<file path="src/rtl/pd_request_ctrl_pkg.sv">
// Shared definitions for the power-down request controller: FSM encoding and command codes.
package pd_request_ctrl_pkg;

    localparam int unsigned CMD_W = 4;

    localparam logic [CMD_W-1:0] CMD_IDLE = 4'h0;
    localparam logic [CMD_W-1:0] CMD_WAKE = 4'h1;

    typedef enum logic [2:0] {
        StActive = 3'd0,
        StReq    = 3'd1,
        StPd     = 3'd2,
        StWake   = 3'd3,
        StExit   = 3'd4
    } pd_state_e;

    function automatic logic is_pd_state(pd_state_e s);
        return (s == StPd) || (s == StWake) || (s == StExit);
    endfunction

endpackage

</file>
<file path="src/rtl/pd_request_ctrl_slot.sv">
// One-entry valid/ready command register; reads as zero while empty.
module pd_cmd_slot #(
    parameter int unsigned Width = 4
) (
    input  logic             clk_i,
    input  logic             rst_ni,
    input  logic             load_i,
    input  logic [Width-1:0] data_i,
    input  logic             ready_i,
    output logic             valid_o,
    output logic [Width-1:0] data_o,
    output logic             free_o
);

    logic             valid_d, valid_q;
    logic [Width-1:0] data_d, data_q;

    always_comb begin
        valid_d = valid_q;
        data_d  = data_q;
        if (valid_q && ready_i) begin
            valid_d = 1'b0;
        end
        if (load_i) begin
            valid_d = 1'b1;
            data_d  = data_i;
        end
    end

    always_ff @(posedge clk_i or negedge rst_ni) begin
        if (!rst_ni) begin
            valid_q <= 1'b0;
            data_q  <= '0;
        end else begin
            valid_q <= valid_d;
            data_q  <= data_d;
        end
    end

    assign valid_o = valid_q;
    assign data_o  = valid_q ? data_q : '0;
    assign free_o  = !valid_q || ready_i;

endmodule

</file>
<file path="src/rtl/pd_request_ctrl.sv">
// Initiator side of the power-down handshake: forwards host commands, requests power-down
// after an idle period, wakes the responder on new traffic and enforces exit latency.
module pd_request_ctrl
    import pd_request_ctrl_pkg::*;
#(
    parameter int unsigned IDLE_THRESH = 1200,
    parameter int unsigned IDLE_HOT    = 200,
    parameter int unsigned REQ_TIMEOUT = 64,
    parameter int unsigned EXIT_LAT    = 8
) (
    input  logic             sys_clk,
    input  logic             sys_rst_n,
    input  logic             host_cmd_valid,
    input  logic [CMD_W-1:0] host_cmd,
    output logic             host_cmd_ready,
    output logic             cmd_out_valid,
    output logic [CMD_W-1:0] cmd_out,
    input  logic             cmd_out_ready,
    input  logic             power_down_ready,
    input  logic             power_down_entered,
    input  logic             low_power_mode,
    output logic             enter_power_down,
    output logic             pd_active,
    output logic             pd_timeout,
    output logic [15:0]      pd_entries
);

    localparam int unsigned IdleMax = (IDLE_THRESH > IDLE_HOT) ? IDLE_THRESH : IDLE_HOT;
    localparam int unsigned IdleW   = $clog2(IdleMax + 1);
    localparam int unsigned ReqW    = $clog2(REQ_TIMEOUT + 1);
    localparam int unsigned ExitW   = $clog2(EXIT_LAT + 1);

    pd_state_e        state_d, state_q;
    logic [IdleW-1:0] idle_cnt_d, idle_cnt_q, idle_thr;
    logic [ReqW-1:0]  req_cnt_d, req_cnt_q;
    logic [ExitW-1:0] exit_cnt_d, exit_cnt_q;
    logic             wake_sent_d, wake_sent_q;
    logic [15:0]      pd_entries_d, pd_entries_q;
    logic             pd_timeout_d, pd_timeout_q;
    logic             epd_q, pd_active_q, rdy_en_q;
    logic             slot_load, slot_free;
    logic [CMD_W-1:0] slot_data;
    logic             host_accept, host_nonidle;

    assign idle_thr       = low_power_mode ? IdleW'(IDLE_HOT) : IdleW'(IDLE_THRESH);
    // rdy_en_q keeps ready low during reset and outside ACTIVE
    assign host_cmd_ready = rdy_en_q && slot_free;
    assign host_accept    = host_cmd_valid && host_cmd_ready;
    assign host_nonidle   = host_cmd_valid && (host_cmd != CMD_IDLE);

    always_comb begin
        state_d      = state_q;
        idle_cnt_d   = '0;
        req_cnt_d    = req_cnt_q;
        exit_cnt_d   = exit_cnt_q;
        wake_sent_d  = wake_sent_q;
        pd_entries_d = pd_entries_q;
        pd_timeout_d = 1'b0;
        slot_load    = 1'b0;
        slot_data    = host_cmd;
        unique case (state_q)
            StActive: begin
                slot_load  = host_accept && (host_cmd != CMD_IDLE);
                idle_cnt_d = idle_cnt_q;
                if (host_nonidle) begin
                    idle_cnt_d = '0;
                end else if (!host_cmd_valid && !cmd_out_valid && idle_cnt_q != '1) begin
                    idle_cnt_d = idle_cnt_q + 1'b1;
                end
                // Never request while a command is being accepted into the slot
                if (idle_cnt_q >= idle_thr && power_down_ready && !cmd_out_valid
                    && !host_cmd_valid) begin
                    state_d   = StReq;
                    req_cnt_d = '0;
                end
            end
            StReq: begin
                if (power_down_entered) begin
                    state_d = StPd;
                    if (pd_entries_q != 16'hFFFF) begin
                        pd_entries_d = pd_entries_q + 16'd1;
                    end
                end else if (host_cmd_valid) begin
                    state_d = StActive;
                end else if (req_cnt_q == ReqW'(REQ_TIMEOUT - 1)) begin
                    state_d      = StActive;
                    pd_timeout_d = 1'b1;
                end else begin
                    req_cnt_d = req_cnt_q + 1'b1;
                end
            end
            StPd: begin
                if (host_cmd_valid) begin
                    state_d     = StWake;
                    wake_sent_d = 1'b0;
                end else if (!power_down_entered) begin
                    state_d    = StExit;
                    exit_cnt_d = '0;
                end
            end
            StWake: begin
                if (!wake_sent_q) begin
                    if (!cmd_out_valid) begin
                        slot_load   = 1'b1;
                        slot_data   = CMD_WAKE;
                        wake_sent_d = 1'b1;
                    end
                end else if (cmd_out_valid && cmd_out_ready) begin
                    state_d    = StExit;
                    exit_cnt_d = '0;
                end
            end
            StExit: begin
                if (power_down_entered) begin
                    exit_cnt_d = '0;
                end else if (exit_cnt_q == ExitW'(EXIT_LAT - 1)) begin
                    state_d = StActive;
                end else begin
                    exit_cnt_d = exit_cnt_q + 1'b1;
                end
            end
            default: state_d = StActive;
        endcase
    end

    always_ff @(posedge sys_clk or negedge sys_rst_n) begin
        if (!sys_rst_n) begin
            state_q      <= StActive;
            idle_cnt_q   <= '0;
            req_cnt_q    <= '0;
            exit_cnt_q   <= '0;
            wake_sent_q  <= 1'b0;
            pd_entries_q <= '0;
            pd_timeout_q <= 1'b0;
            epd_q        <= 1'b0;
            pd_active_q  <= 1'b0;
            rdy_en_q     <= 1'b0;
        end else begin
            state_q      <= state_d;
            idle_cnt_q   <= idle_cnt_d;
            req_cnt_q    <= req_cnt_d;
            exit_cnt_q   <= exit_cnt_d;
            wake_sent_q  <= wake_sent_d;
            pd_entries_q <= pd_entries_d;
            pd_timeout_q <= pd_timeout_d;
            epd_q        <= (state_d == StReq) || (state_d == StPd);
            pd_active_q  <= is_pd_state(state_d);
            rdy_en_q     <= (state_d == StActive);
        end
    end

    pd_cmd_slot #(
        .Width (CMD_W)
    ) u_slot (
        .clk_i   (sys_clk),
        .rst_ni  (sys_rst_n),
        .load_i  (slot_load),
        .data_i  (slot_data),
        .ready_i (cmd_out_ready),
        .valid_o (cmd_out_valid),
        .data_o  (cmd_out),
        .free_o  (slot_free)
    );

    assign enter_power_down = epd_q;
    assign pd_active        = pd_active_q;
    assign pd_timeout       = pd_timeout_q;
    assign pd_entries       = pd_entries_q;

endmodule

</file>
<file path="config.mk">
export PLATFORM = sky130hd
export DESIGN_NAME = pd_request_ctrl
export DESIGN_NICKNAME = d
export VERILOG_FILES = /design/src/rtl/pd_request_ctrl_pkg.sv /design/src/rtl/pd_request_ctrl_slot.sv /design/src/rtl/pd_request_ctrl.sv
export SDC_FILE = /design/constraint.sdc
export NUM_CORES = 1
export LEC_CHECK = 0
export ABC_AREA = 1
export BUFFER_PORTS_ARGS = -buffer_cell sky130_fd_sc_hd__buf_2
export CORE_MARGIN = 10
export CORE_UTILIZATION = 40
export CTS_CLUSTER_DIAMETER = 60
export DETAILED_ROUTE_END_ITERATION = 7
export MAX_ROUTING_LAYER = met4
export PLACE_DENSITY = 0.59
export SLEW_MARGIN = 20
export SYNTH_ARGS = -nofsm -noshare
export SYNTH_HDL_FRONTEND = slang
export SYNTH_SLANG_ARGS = --single-unit
</file>
<file path="constraint.sdc">
create_clock -name sys_clk -period 2.5 [get_ports sys_clk]
set_input_delay 0.125 -clock sys_clk [delete_from_list [all_inputs] [get_ports sys_clk]]
set_output_delay 0.125 -clock sys_clk [all_outputs]
set_load 0.02 [all_outputs]
</file>
---- After elaboration in Yosys (flattened, before gate mapping) ----
Cells that the tools add are included.
operators by class
  add/sub/neg operators ................... 4
  reduce and logical (&&, ||, !) cells .... 27
  muxes and demuxes ....................... 43
  order comparisons ....................... 1
  eq/ne operators ......................... 23
operators with widths
  operator                                                         number
  11-bit 2-to-1 mux                                                4
  4-bit 2-to-1 mux                                                 10
  3-bit 2-to-1 mux                                                 10
  7-bit 2-to-1 mux                                                 4
  2-bit != test, second input constant                             9
  16-bit by 1-bit adder with 16-bit output, second input constant  1
  16-bit != test, second input constant                            1
  3-bit one-hot mux with 5 select lines                            1
  7-bit one-hot mux with 2 select lines                            1
  3-bit by 2-bit == test with 1-bit output, second input constant  4
  4-bit one-hot mux with 3 select lines                            1
  11-bit by 1-bit adder with 11-bit output, second input constant  1
  11-bit >= comparator                                             1
  11-bit != test, second input constant                            1
  1-bit logical AND                                                10
  1-bit 2-to-1 mux                                                 10
  7-bit by 1-bit adder with 7-bit output, second input constant    1
  7-bit by 6-bit == test with 1-bit output, second input constant  1
  3-bit by 1-bit == test with 1-bit output, second input constant  2
  3-bit == test, second input constant                             2
  3-bit logical NOT                                                2
  3-bit != test, second input constant                             2
  6-bit AND reduction                                              1
  2-bit nonzero test                                               3
  other kinds (10)                                                 15
word-level totals
  word-level logic and storage cells ...... 110
  output and inout port bits .............. 25
  register bits after elaboration ......... 51

---- Longest topological paths before layout ----
Gate-level depths: netlist (run 1).
  depth in word-level cells ............... 10
  gate-level depth with buffers ........... 13

---- Cells and area by module ----
From an unflattened synthesis (run 1), not the netlist that was laid out.
second synthesis, totals
  cells, all modules ...................... 393
  area total of the unflattened synthesis .. 3006.6 um^2
by module, submodules not included
  module           instances  seq. area each (um^2)  cells an instance  area an instance (um^2)
  pd_request_ctrl  1          1151.1                 364                2791.4
  pd_cmd_slot      1          125.1                  29                 215.2

---- Least setup slack after synthesis (run 1) ----
No wires, ideal clock.
  kind .................................... flip-flop to flip-flop
  from .................................... reg pd_entries_q[0], in the netlist pd_entries[0]
  to ...................................... reg pd_entries_q[3], in the netlist pd_entries[3]
  period minus slack after synthesis ...... 1765 ps
  setup slack ............................. 735 ps
  library setup time ...................... 120 ps
  required time ........................... 2380 ps
  path buffers ............................ 1
  arrival time ............................ 1645 ps
  cell stages (with the launch flop) ...... 12
  cell sequence ........................... dfrtp_1 -> ha_1 -> nand3_2 -> nor2_4 -> nand2_2 -> nor2_4 -> nand2_2 -> nand2_4 -> inv_4 -> buf_6 -> nand3b_1 -> nand2_1
between the ends
  cells in the longest elaborated chain, start to end .. 2
  elaborated cells on any way between the ends .. 3
  those cells by class .................... add/sub: 1; eq/ne: 1; reduce/logical: 1
RTL lines
  element                                                                           line                    text
  start: declaration                                                                pd_request_ctrl.sv:38   logic [15:0] pd_entries_d, pd_entries_q;
  start signal: assignment                                                          pd_request_ctrl.sv:144  pd_entries_q <= pd_entries_d;
  branches (longest 2 deep; another with 16-bit by 1-bit adder with 16-bit output)  n/a
Parallel ways; which one is timed is not known.
A chain may end at the register's enable or synchronous reset.

---- Worst setup path in the final report (run 1) ----
  from .................................... reg pd_entries_q[0], in the netlist pd_entries[0]
  to ...................................... reg pd_entries_q[1], in the netlist pd_entries[1]
The elaborated chain is that of the path after synthesis.

==> results of run 1 <==
[worst reg2reg max path: stages (launching register included)]
cell and delay, ns:
dfrtp_1 0.44, ha_1 0.23, nand3_2 0.14, nor2_4 0.15
nand2_2 0.10, nor2_4 0.13, nand2_2 0.08, nand2_4 0.17
inv_4 0.13, nand2_1 0.07, o21ai_0 0.07
[kinds of logic (layout without fill, tap and decap cells)]
family	Yosys count	count (layout)	share of synthesized area (%)
flip-flops	51	51	43.95
AND/OR/NAND/NOR	204	204	31.32
adder cells (fa/ha/maj)	10	10	4.308
AO/OA/AOI/OAI	45	45	8.531
buffers and inverters	58	101	7.971
XOR/XNOR	13	13	3.921
[synth_stat cells, types with 3 or more instances]
| master | count | area [um2] |
|---|---|---|
| nor2_1 | 40 | 150.1 |
| nor2_2 | 3 | 18.77 |
| nand3_2 | 3 | 30.03 |
| a21oi_1 | 16 | 80.08 |
| nand2_2 | 5 | 31.28 |
| nor3_1 | 7 | 35.03 |
| nand3_1 | 29 | 145.1 |
| xnor2_1 | 5 | 43.79 |
| nand2_1 | 104 | 390.4 |
| nand4_1 | 6 | 37.54 |
| o21ai_0 | 20 | 100.1 |
| inv_2 | 3 | 11.26 |
| ha_1 | 10 | 125.1 |
| dfrtp_1 | 51 | 1276 |
| inv_1 | 52 | 195.2 |
| o21ai_2 | 3 | 26.28 |
| xor2_1 | 8 | 70.07 |
[flip-flops by register name (all words and copies together) (netlist names)]
signal	count
enter_power_down	1
pd_active	1
rdy_en_q	1
req_cnt_q	7
state_q	3
u_slot.valid_o	1
pd_entries	16
exit_cnt_q	4
u_slot.data_q	4
wake_sent_q	1
pd_timeout	1
idle_cnt_q	11
[cell usage in the layout, fill, tap and decap left out, drive strengths merged]
cell / netlist / layout
xnor2: 5 / 5
clkinvlp: 0 / 1
ha: 10 / 10
a21oi: 16 / 16
nor3: 8 / 8
a31oi: 2 / 2
nand2: 110 / 110
clkbuf: 0 / 5
nand4: 6 / 6
dfrtp: 51 / 51
nor2: 45 / 45
xor2: 8 / 8
o21ai: 24 / 24
nor4: 1 / 1
nand3b: 2 / 2
o311ai: 1 / 1
o21bai: 2 / 2
bufinv: 0 / 1
dlygate4sd3: 0 / 1
nand3: 32 / 32
buf: 2 / 37
inv: 56 / 56
[final timing paths]
path,from,to,slack (ns)
setup / recovery,pd_entries[0]$_DFFE_PN0P_,pd_entries[1]$_DFFE_PN0P_,0.70
hold / removal,cmd_out_ready,u_slot.valid_o$_DFFE_PN0P_,0.04
setup reg to reg,pd_entries[0]$_DFFE_PN0P_,pd_entries[1]$_DFFE_PN0P_,0.70
hold reg to reg,req_cnt_q[6]$_DFFE_PN0P_,pd_timeout$_DFF_PN0_,0.47
max in group asynchronous,sys_rst_n,pd_active$_DFF_PN0_,1.54
min in group asynchronous,sys_rst_n,pd_entries[1]$_DFFE_PN0P_,0.30
[routing by layer]
metal | vias to the layer above | routed length, um
met2 | 28 | 3046
met1 | 1125 | 3078
met3 | 7 | 181
met4 | 0 | 79
met5 | - | 0
li1 | 1297 | -
[power by group]
part           switching [mW]  total (mW)  internal, mW
registers               0.140        1.12         0.980
logic                   0.570       0.834         0.265
clock network           0.283       0.576         0.293
total                   0.992        2.53          1.54
[area by class of cell]
class | instances | area (um2) | area share [%]
multi-input combinational | 272 | 1396 | 42.11
clock buffer | 5 | 68.82 | 2.075
inverter | 56 | 212.7 | 6.415
timing repair buffer | 38 | 200.2 | 6.038
clock inverter | 2 | 37.54 | 1.132
sequential | 51 | 1276 | 38.49
tap | 99 | 123.9 | 3.736
[per-stage QoR]
stage	utilization, %	std cells	total power [mW]	setup WS, ns
after global routing	46.46	523	2.722	0.4964
after global placement	44.83	515	1.970	0.6957
after CTS	46.46	523	2.567	0.6690
after floorplan	-	381	1.705	0.7346
final	46.46	523	2.530	0.6990
after detailed placement	44.83	515	1.983	0.6945
==> results.sh, run 1 <==
export IMPL_crit_chain="ha_1 > nand3_2 > nor2_4 > nand2_2 > nor2_4 > nand2_2 > nand2_4 > inv_4 > nand2_1 > o21ai_0"
export IMPL_initial_core_util_pct=40.69
export IMPL_critical_path_max_stage_delay_ns=0.44
export IMPL_yosysSeqAreaShare_pct=43.95
export IMPL_die_w_um=105.2
export IMPL_dr_pass1_iters=4
export IMPL_synth_edf_count=0
export IMPL_cts_sinks=51
export IMPL_syn_to_final_growth_pct=14.17
export IMPL_post_drt_wl_per_cell_um=12.21
export IMPL_worst_hold_path_type="input port to flop"
export IMPL_place_area_um2=3199
export IMPL_place_gp_congestion=0.8703
export IMPL_whs_ns=0.03564
export IMPL_critical_path_buf_inv_count=1
export IMPL_path_clk_slew_ns=0.10
export IMPL_syn_inst=381
export IMPL_max_cap_violations=0
export IMPL_drive_above_1_share_pct=15.57
export IMPL_avgSynthCellArea_um2=7.622
export IMPL_yosys_warnings=0
export IMPL_period_share_pct=72.04
export IMPL_synth_nets=402
export IMPL_finalCriticalPeriod_ns=1.801
export IMPL_fin_area_um2=3316
export IMPL_viasPerCell=4.698
export IMPL_nNetsFinal=445
export IMPL_fmax_ghz=0.5552
export IMPL_cpLargestDelayFamily="simple AND/OR/NAND/NOR gates"
export IMPL_startpoint_type="flop"
export IMPL_drt_iter0_markers=79
export IMPL_cts_tree="done"
export IMPL_ys_seq_elements=51
export IMPL_cts_max_level=2
export IMPL_cp_max_fo=17
export IMPL_worst_pin_slew_ns=0.5110
export IMPL_clockBufferDepth=2
export IMPL_grtUsageMet3_pct=2.273
export IMPL_crit_cells=10
export IMPL_grt_overflow_total=0
export IMPL_hold_viol_final=0
export IMPL_synth_main_ff_cell="dfrtp_1"
export IMPL_dieArea_um2=11070
export IMPL_grt_pass1_wl_mm=11.18
export IMPL_cts_inserted_buffers=5
export IMPL_core_area_um2=7137
export IMPL_port_buffers=35
export IMPL_antenna_found_initial=0
export IMPL_final_setup_tns_ns=0
export IMPL_synth_area_um2=2904
export IMPL_grt_max_degree=22
export IMPL_skew_ns=0.009646
export IMPL_drcViolationCount=0
export IMPL_num_vias=2457
export IMPL_die_y_um=105.2
export IMPL_synth_async_reset_ratio_pct=100.0
export IMPL_rsz0062_at_grt="no"
export IMPL_r2r_cells=10
export IMPL_critPathKind="flop to flop"
export IMPL_crit_required_ns=2.70
export IMPL_holdPathStages=2
export IMPL_crit_path_top_delay_cell="dfrtp_1"
export IMPL_synth_distinct_cells=29
export IMPL_use_met1_pct=14.70
export IMPL_final_max_slew_violation_count=0
export IMPL_grt_pass1_vias=2443
export IMPL_insertion_delay_ns=0.31
export IMPL_pin_count=36
export IMPL_gr_usage_all_layers_pct=12.19
export IMPL_relSlewSlack_pct=65.94
export IMPL_wl_mm=6.385
export IMPL_place_hpwl_mm=4.911
export IMPL_postCtsResizedCells=0
export IMPL_post_cts_setup_buffer_count=0
export IMPL_n_antenna_cell=0
export IMPL_setup_viol=0
export IMPL_end_kind="flop"
export IMPL_fill_cells=722
export IMPL_cellPowerDensity_nw_per_um2=763.0
export IMPL_use_met2_pct=20.00
export IMPL_p_leak_nw=1.723
export IMPL_ir_drop_mv=0.2914
export IMPL_cp_data_arrival_time_ns=2.01
export IMPL_postRouteAntennaNets=0
export IMPL_status="finished clean"
export IMPL_cts_root_buf="clkbuf_8"
export IMPL_grt_busiest_layer="met2"
export IMPL_holdBufCountCts=1
export IMPL_rows=31
No activity file was read; power rests on OpenSTA's default activity.
==> run 2, diff against run 1 <==
Settings changed: ABC_AREA 1 to 0, PLACE_DENSITY 0.59 to 0.61.
Clock period 2.5 ns to 1.4 ns, I/O delays scaled along.
==> run 2 against run 1 <==
  * The flow now finishes with violations (setup timing)
  * Critical path depth fell by 3
  * Maximum frequency down 2.1%
  * Sequential cell count unchanged
  * Largest power group unchanged
==> results.sh, run 2 <==
export IMPL_ys_seq_elements=51
export IMPL_hold_viol_final=0
export IMPL_final_cell_mix="80 x buf_4, 42 x dfrtp_1, 32 x buf_2"
export IMPL_yosys_top_cells_count="51 x dfrtp_1, 33 x nor2_1, 28 x nand2_1"
export IMPL_synth_distinct_cells=52
export IMPL_fmax_ghz=0.5434
export IMPL_grt_pass1_vias=2550
export IMPL_cp_max_fo=3
export IMPL_largest_register_ffs=16
export IMPL_cellPowerDensity_nw_per_um2=623.6
export IMPL_syn_inst=270
export IMPL_die_y_um=101.7
export IMPL_gr_usage_all_layers_pct=14.30
export IMPL_use_met1_pct=17.28
export IMPL_yosysSeqAreaShare_pct=47.82
export IMPL_yosysTopAreaCell="dfrtp_1"
export IMPL_r2r_cells=7
export IMPL_worst_slack_ns=-0.4401
export IMPL_p_leak_nw=2.039
export IMPL_crit_required_ns=1.60
export IMPL_clockBufferDepth=2
export IMPL_cts_tree="done"
export IMPL_cts_sinks=51
export IMPL_drt_iter0_markers=98
export IMPL_synth_edf_count=0
export IMPL_pin_count=36
export IMPL_drcViolationCount=0
export IMPL_antenna_found_initial=0
export IMPL_place_gp_congestion=0.8198
export IMPL_nNetsFinal=431
export IMPL_postRouteAntennaNets=0
export IMPL_critPathKind="flop to flop"
export IMPL_grt_busiest_layer="met2"
export IMPL_end_kind="flop"
export IMPL_place_hpwl_mm=5.046
export IMPL_port_buffers=35
export IMPL_relSlewSlack_pct=61.89
export IMPL_finalCriticalPeriod_ns=1.840
export IMPL_viasPerCell=5.078
export IMPL_final_setup_tns_ns=-9.551
export IMPL_post_drt_wl_per_cell_um=15.55
export IMPL_grt_overflow_total=0
export IMPL_drive_above_1_share_pct=57.91
export IMPL_use_met2_pct=23.46
export IMPL_core_area_um2=6422
export IMPL_avgSynthCellArea_um2=9.884
export IMPL_final_max_slew_violation_count=0
export IMPL_yosys_warnings=0
export IMPL_layout_commonest_cell="buf_4"
export IMPL_dieArea_um2=10340
export IMPL_grt_max_degree=52
export IMPL_period_share_pct=131.4
export IMPL_synth_main_ff_cell="dfrtp_1"
export IMPL_dr_pass1_iters=4
export IMPL_initial_core_util_pct=41.55
export IMPL_worst_pin_slew_ns=0.5643
export IMPL_wl_mm=7.587
export IMPL_synth_async_reset_ratio_pct=100.0
export IMPL_grt_pass1_wl_mm=11.79
export IMPL_setup_viol=47
export IMPL_n_antenna_cell=0
export IMPL_status="finished with violations"
export IMPL_cts_inserted_buffers=5
export IMPL_synthTopCellsByArea="dfrtp_1 48%, xnor2_1 4.9%, ha_1 4.7%, nor2_1 4.6%, nand2_1 3.9%"
export IMPL_grtUsageMet3_pct=2.519
export IMPL_skew_ns=0.005588
export IMPL_max_cap_violations=0
export IMPL_syn_to_final_growth_pct=66.01
export IMPL_worst_hold_path_type="input port to flop"
export IMPL_dp_slack_ns=-0.4655
export IMPL_insertion_delay_ns=0.31
export IMPL_num_vias=2478
export IMPL_synth_nets=291
export IMPL_violations="setup timing"
export IMPL_startpoint_type="flop"
export IMPL_ir_drop_mv=0.4307
export IMPL_synth_area_um2=2669
export IMPL_yosysTopAreaCellShare_pct=47.82
export IMPL_cp_data_arrival_time_ns=2.04
export IMPL_cts_root_buf="clkbuf_8"
export IMPL_rows=29
export IMPL_die_w_um=101.7
export IMPL_cts_max_level=2
export IMPL_holdPathStages=3
export IMPL_rsz0062_at_grt="yes"
export IMPL_path_clk_slew_ns=0.09
export IMPL_yosysMostFrequentCell="dfrtp_1"
run 2: cell types whose count changed after synthesis, sizes merged, moves of 10 or more:
| cell | previous run | this run |
|---|---|---|
| inv | 56 | 12 |
| nand2 | 110 | 28 |
| nand3 | 32 | 10 |
| nor2 | 45 | 33 |
| o21ai | 24 | 7 |
| xnor2 | 5 | 15 |
run 2: final cells by class:
type                            count  area [um2]
Clock buffer                        7       76.32
Clock inverter                      1       5.005
Fill cell                         436        1992
Inverter                           12       45.04
Multi-Input combinational cell    200        1819
Sequential cell                    51        1287
Tap cell                           77       96.34
Timing Repair Buffer              140        1101
run 2: what timing repair did:
item,4_1_cts,5_1_grt
buffers inserted,15,13
hold buffers,1,0
setup endpoints to repair,48,52
pin swaps,46,28
gates resized for setup,53,56
endpoints found under the hold margin,51,0
run 2: critical path: stages, from the launching register on:
cell and delay [ns]:
dfrtp_1 0.43, ha_4 0.28, and4b_1 0.23, nor3_4 0.06
o21bai_4 0.15, and4_4 0.26, o21ai_4 0.06, a211o_1 0.26
run 2: logic make-up (layout without fill, tap and decap cells):
family	Yosys count	count (layout)	synth area share, %
buf+inv	19	160	3.282
fa+ha+maj	10	10	4.688
mux	6	6	2.297
simple gates	125	125	24.71
xor+xnor	24	24	7.877
flops	51	51	47.82
compound gates	35	35	9.330
run 2: worst paths after layout:
check	end	start	slack, ns
setup / recovery	req_cnt_q[4]$_DFFE_PN0P_	idle_cnt_q[4]$_DFFE_PN0P_	-0.44
hold / removal	u_slot.data_q[0]$_DFFE_PN0P_	host_cmd[0]	0.01
setup reg to reg	req_cnt_q[4]$_DFFE_PN0P_	idle_cnt_q[4]$_DFFE_PN0P_	-0.44
hold reg to reg	pd_entries[10]$_DFFE_PN0P_	pd_entries[10]$_DFFE_PN0P_	0.50
max in group asynchronous	pd_entries[0]$_DFFE_PN0P_	sys_rst_n	0.87
min in group asynchronous	u_slot.data_q[2]$_DFFE_PN0P_	sys_rst_n	0.27
run 2: routing by layer:
layer	vias up	wire length (um)	share of wire (%)
li1	1229	-	-
met1	1194	3318	44
met4	0	153	2.0
met2	40	3847	51
met5	-	0	0
met3	15	268	3.5
run 2: metrics by stage:
stage	cells	hold WS [ns]	cell area, um2	total power, mW	utilization (%)
after detailed placement	454	0.08606	3638	1.845	56.65
after CTS	478	0.007204	4090	2.721	63.69
after floorplan	270	-0.2256	2814	1.703	-
after global placement	454	0.08819	3638	1.839	56.65
final	488	0.01174	4431	2.763	68.99
after global routing	488	0.02284	4431	2.878	68.99
run 2: power by group:
| part | switching [mW] | internal [mW] |
|---|---|---|
| Clock | 0.500 | 0.353 |
| Sequential | 0.0283 | 1.51 |
| Combinational | 0.195 | 0.175 |
==> run 3, diff against run 2 <==
Settings changed: SYNTH_HIERARCHICAL set to 1.
==> run 3 against run 2 <==
  * The flow still finishes with violations (setup timing)
  * Hold slack improved by 0.086 ns
  * Total power rose by 5.6%
  * Synthesized cell count shrank 3.3%
  * Combinational power increased by 19%
  * Non-clock buffer count rose by 22
==> results.sh, run 3 <==
export IMPL_synth_distinct_cells=55
export IMPL_rows=30
export IMPL_die_y_um=102.5
export IMPL_largest_register_ffs=16
export IMPL_synth_nets=282
export IMPL_final_cell_mix="91 x buf_4, 37 x buf_6, 36 x dfrtp_1"
export IMPL_yosysMostFrequentCell="dfrtp_1"
export IMPL_cp_data_arrival_time_ns=2.04
export IMPL_dieArea_um2=10510
export IMPL_grt_overflow_total=0
export IMPL_violations="setup timing"
export IMPL_ys_seq_elements=51
export IMPL_syn_inst=261
export IMPL_critPathKind="flop to flop"
export IMPL_period_share_pct=131.8
export IMPL_r2r_slack_ns=-0.45
export IMPL_cts_max_level=2
export IMPL_stdcell_count=506
export IMPL_syn_to_final_growth_pct=73.21
export IMPL_insertion_delay_ns=0.30
export IMPL_status="finished with violations"
export IMPL_final_max_slew_violation_count=0
export IMPL_post_drt_wl_per_cell_um=16.73
export IMPL_yosys_top_cells_count="51 x dfrtp_1, 17 x nand2_1, 17 x nor2_1, 17 x xnor2_1, 13 x nand3_1"
export IMPL_core_area_um2=6719
export IMPL_gr_usage_all_layers_pct=15.17
export IMPL_final_util_pct=70.19
export IMPL_skew_ns=0.006681
export IMPL_ir_drop_mv=0.3264
export IMPL_setup_viol=54
export IMPL_startpoint_type="flop"
export IMPL_holdPathStages=3
export IMPL_placedCellCount=457
export IMPL_port_buffers=35
export IMPL_finalCriticalPeriod_ns=1.845
export IMPL_cts_sinks=51
export IMPL_synth_async_reset_ratio_pct=100.0
export IMPL_grt_pass1_vias=2647
export IMPL_synthTopCellsByArea="dfrtp_1 47%, xnor2_1 5.5%, ha_1 4.6%, and2_1 2.8%, nand3_1 2.4%"
export IMPL_grt_max_degree=36
export IMPL_antenna_found_initial=0
export IMPL_fmax_ghz=0.5419
export IMPL_synth_edf_count=0
export IMPL_whs_ns=0.09736
export IMPL_yosysTopAreaCellShare_pct=46.88
export IMPL_synth_main_ff_cell="dfrtp_1"
export IMPL_yosys_warnings=6
export IMPL_n_antenna_cell=0
export IMPL_crit_required_ns=1.59
export IMPL_rsz0062_at_grt="yes"
export IMPL_avgSynthCellArea_um2=10.43
export IMPL_p_leak_nw=2.200
export IMPL_worst_pin_slew_ns=0.4239
export IMPL_place_gp_congestion=0.8042
export IMPL_worst_slack_ns=-0.4453
export IMPL_end_kind="flop"
export IMPL_initial_core_util_pct=40.52
export IMPL_viasPerCell=5.275
export IMPL_dr_pass1_iters=4
export IMPL_fill_cells=443
export IMPL_min_delay_start="host_cmd[0]"
export IMPL_cts_root_buf="clkbuf_8"
export IMPL_cp_max_fo=4
export IMPL_drive_above_1_share_pct=62.21
export IMPL_cellPowerDensity_nw_per_um2=619.0
export IMPL_die_w_um=102.5
export IMPL_r2r_cells=7
export IMPL_crit_reg2reg_launch="idle_cnt_q[10]$_DFFE_PN0P_"
export IMPL_relSlewSlack_pct=71.74
export IMPL_cts_tree="done"
export IMPL_grt_pass1_wl_mm=12.61
export IMPL_hold_viol_final=0
export IMPL_worst_hold_path_type="input port to flop"
export IMPL_synth_area_um2=2723
export IMPL_layout_commonest_cell="buf_4"
export IMPL_wl_mm=8.463
export IMPL_drt_iter0_markers=104
export IMPL_rr_endpoint="req_cnt_q[4]$_DFFE_PN0P_"
export IMPL_num_vias=2669
export IMPL_nNetsFinal=446
export IMPL_pin_count=36
export IMPL_drcViolationCount=0
export IMPL_place_hpwl_mm=5.198
export IMPL_yosysSeqAreaShare_pct=46.88
export IMPL_yosysTopAreaCell="dfrtp_1"
export IMPL_total_power_mw=2.919
export IMPL_postRouteAntennaNets=0
export IMPL_path_clk_slew_ns=0.09
export IMPL_clockBufferDepth=2
export IMPL_holdPathEnd="u_slot/data_q[0]$_DFFE_PN0P_"
export IMPL_cts_inserted_buffers=5
export IMPL_max_cap_violations=0
run 3: final cells by class:
cell class	count	area, um2	area share [%]
Sequential cell	51	1295	27.46
Clock buffer	8	100.1	2.123
Inverter	12	47.55	1.008
Tap cell	80	100.1	2.123
Timing Repair Buffer	162	1335	28.31
Multi-Input combinational cell	193	1838	38.98
run 3: critical path, cell delays in order, from the launching register on:
cell and delay [ns]:
dfrtp_1 0.42, ha_4 0.27, and4bb_2 0.28, o311ai_4 0.11, a21oi_2 0.24, buf_4 0.18
a21oi_2 0.03, a211o_1 0.22
run 3: power by group:
part | internal, mW | leakage [nW] | switching (mW)
registers | 1.51 | 0.665 | 0.0298
logic | 0.234 | 1.48 | 0.205
clock network | 0.452 | 0.0515 | 0.485
run 3: worst max-delay path by stage:
stage	start	endpoint	slack (ns)	depth (start not counted)
floorplan	idle_cnt_q[10]$_DFFE_PN0P_	req_cnt_q[4]$_DFFE_PN0P_	-0.42	6
global placement	idle_cnt_q[10]$_DFFE_PN0P_	req_cnt_q[4]$_DFFE_PN0P_	-0.47	7
detailed placement	idle_cnt_q[10]$_DFFE_PN0P_	req_cnt_q[4]$_DFFE_PN0P_	-0.52	7
CTS	idle_cnt_q[10]$_DFFE_PN0P_	req_cnt_q[4]$_DFFE_PN0P_	-0.46	6
global route	idle_cnt_q[4]$_DFFE_PN0P_	req_cnt_q[4]$_DFFE_PN0P_	-0.52	7
finish	idle_cnt_q[10]$_DFFE_PN0P_	req_cnt_q[4]$_DFFE_PN0P_	-0.45	7
run 3: timing repair:
item                                    in CTS  in global routing
gates cloned                                 0                  0
pin swaps                                   64                 37
setup buffers                               26                 22
endpoints found under the setup margin      48                 55
hold buffers                                 1                  0
resized for setup                           64                 50
endpoints found under the hold margin       16                  0
run 3: metrics by stage:
| stage | cell area, um2 | TNS, ns | worst slack (ns) |
|---|---|---|---|
| after floorplan | 2875 | -6.332 | -0.4246 |
| after global placement | 3779 | -11.06 | -0.4696 |
| after detailed placement | 3779 | -11.59 | -0.5234 |
| after CTS | 4359 | -12.71 | -0.4577 |
| after global routing | 4716 | -16.57 | -0.5191 |
| final | 4716 | -13.20 | -0.4453 |
run 3: metal layers:
metal / track usage (%) / vias to the layer above / routed length [um]
met2: 25.32 / 67 / 4509
met1: 18.64 / 1323 / 3477
met4: 3.254 / 0 / 94
met3: 2.949 / 6 / 382
li1: - / 1273 / -
met5: - / - / 0
run 3: logic make-up after synthesis:
group | Yosys count | synth area share [%]
AND/OR/NAND/NOR | 106 | 22.89
flip-flops | 51 | 46.87
AO/OA/AOI/OAI | 48 | 13.01
XOR/XNOR | 22 | 7.077
buffers and inverters | 17 | 2.757
adder cells (fa/ha/maj) | 10 | 4.596
multiplexers | 7 | 2.803
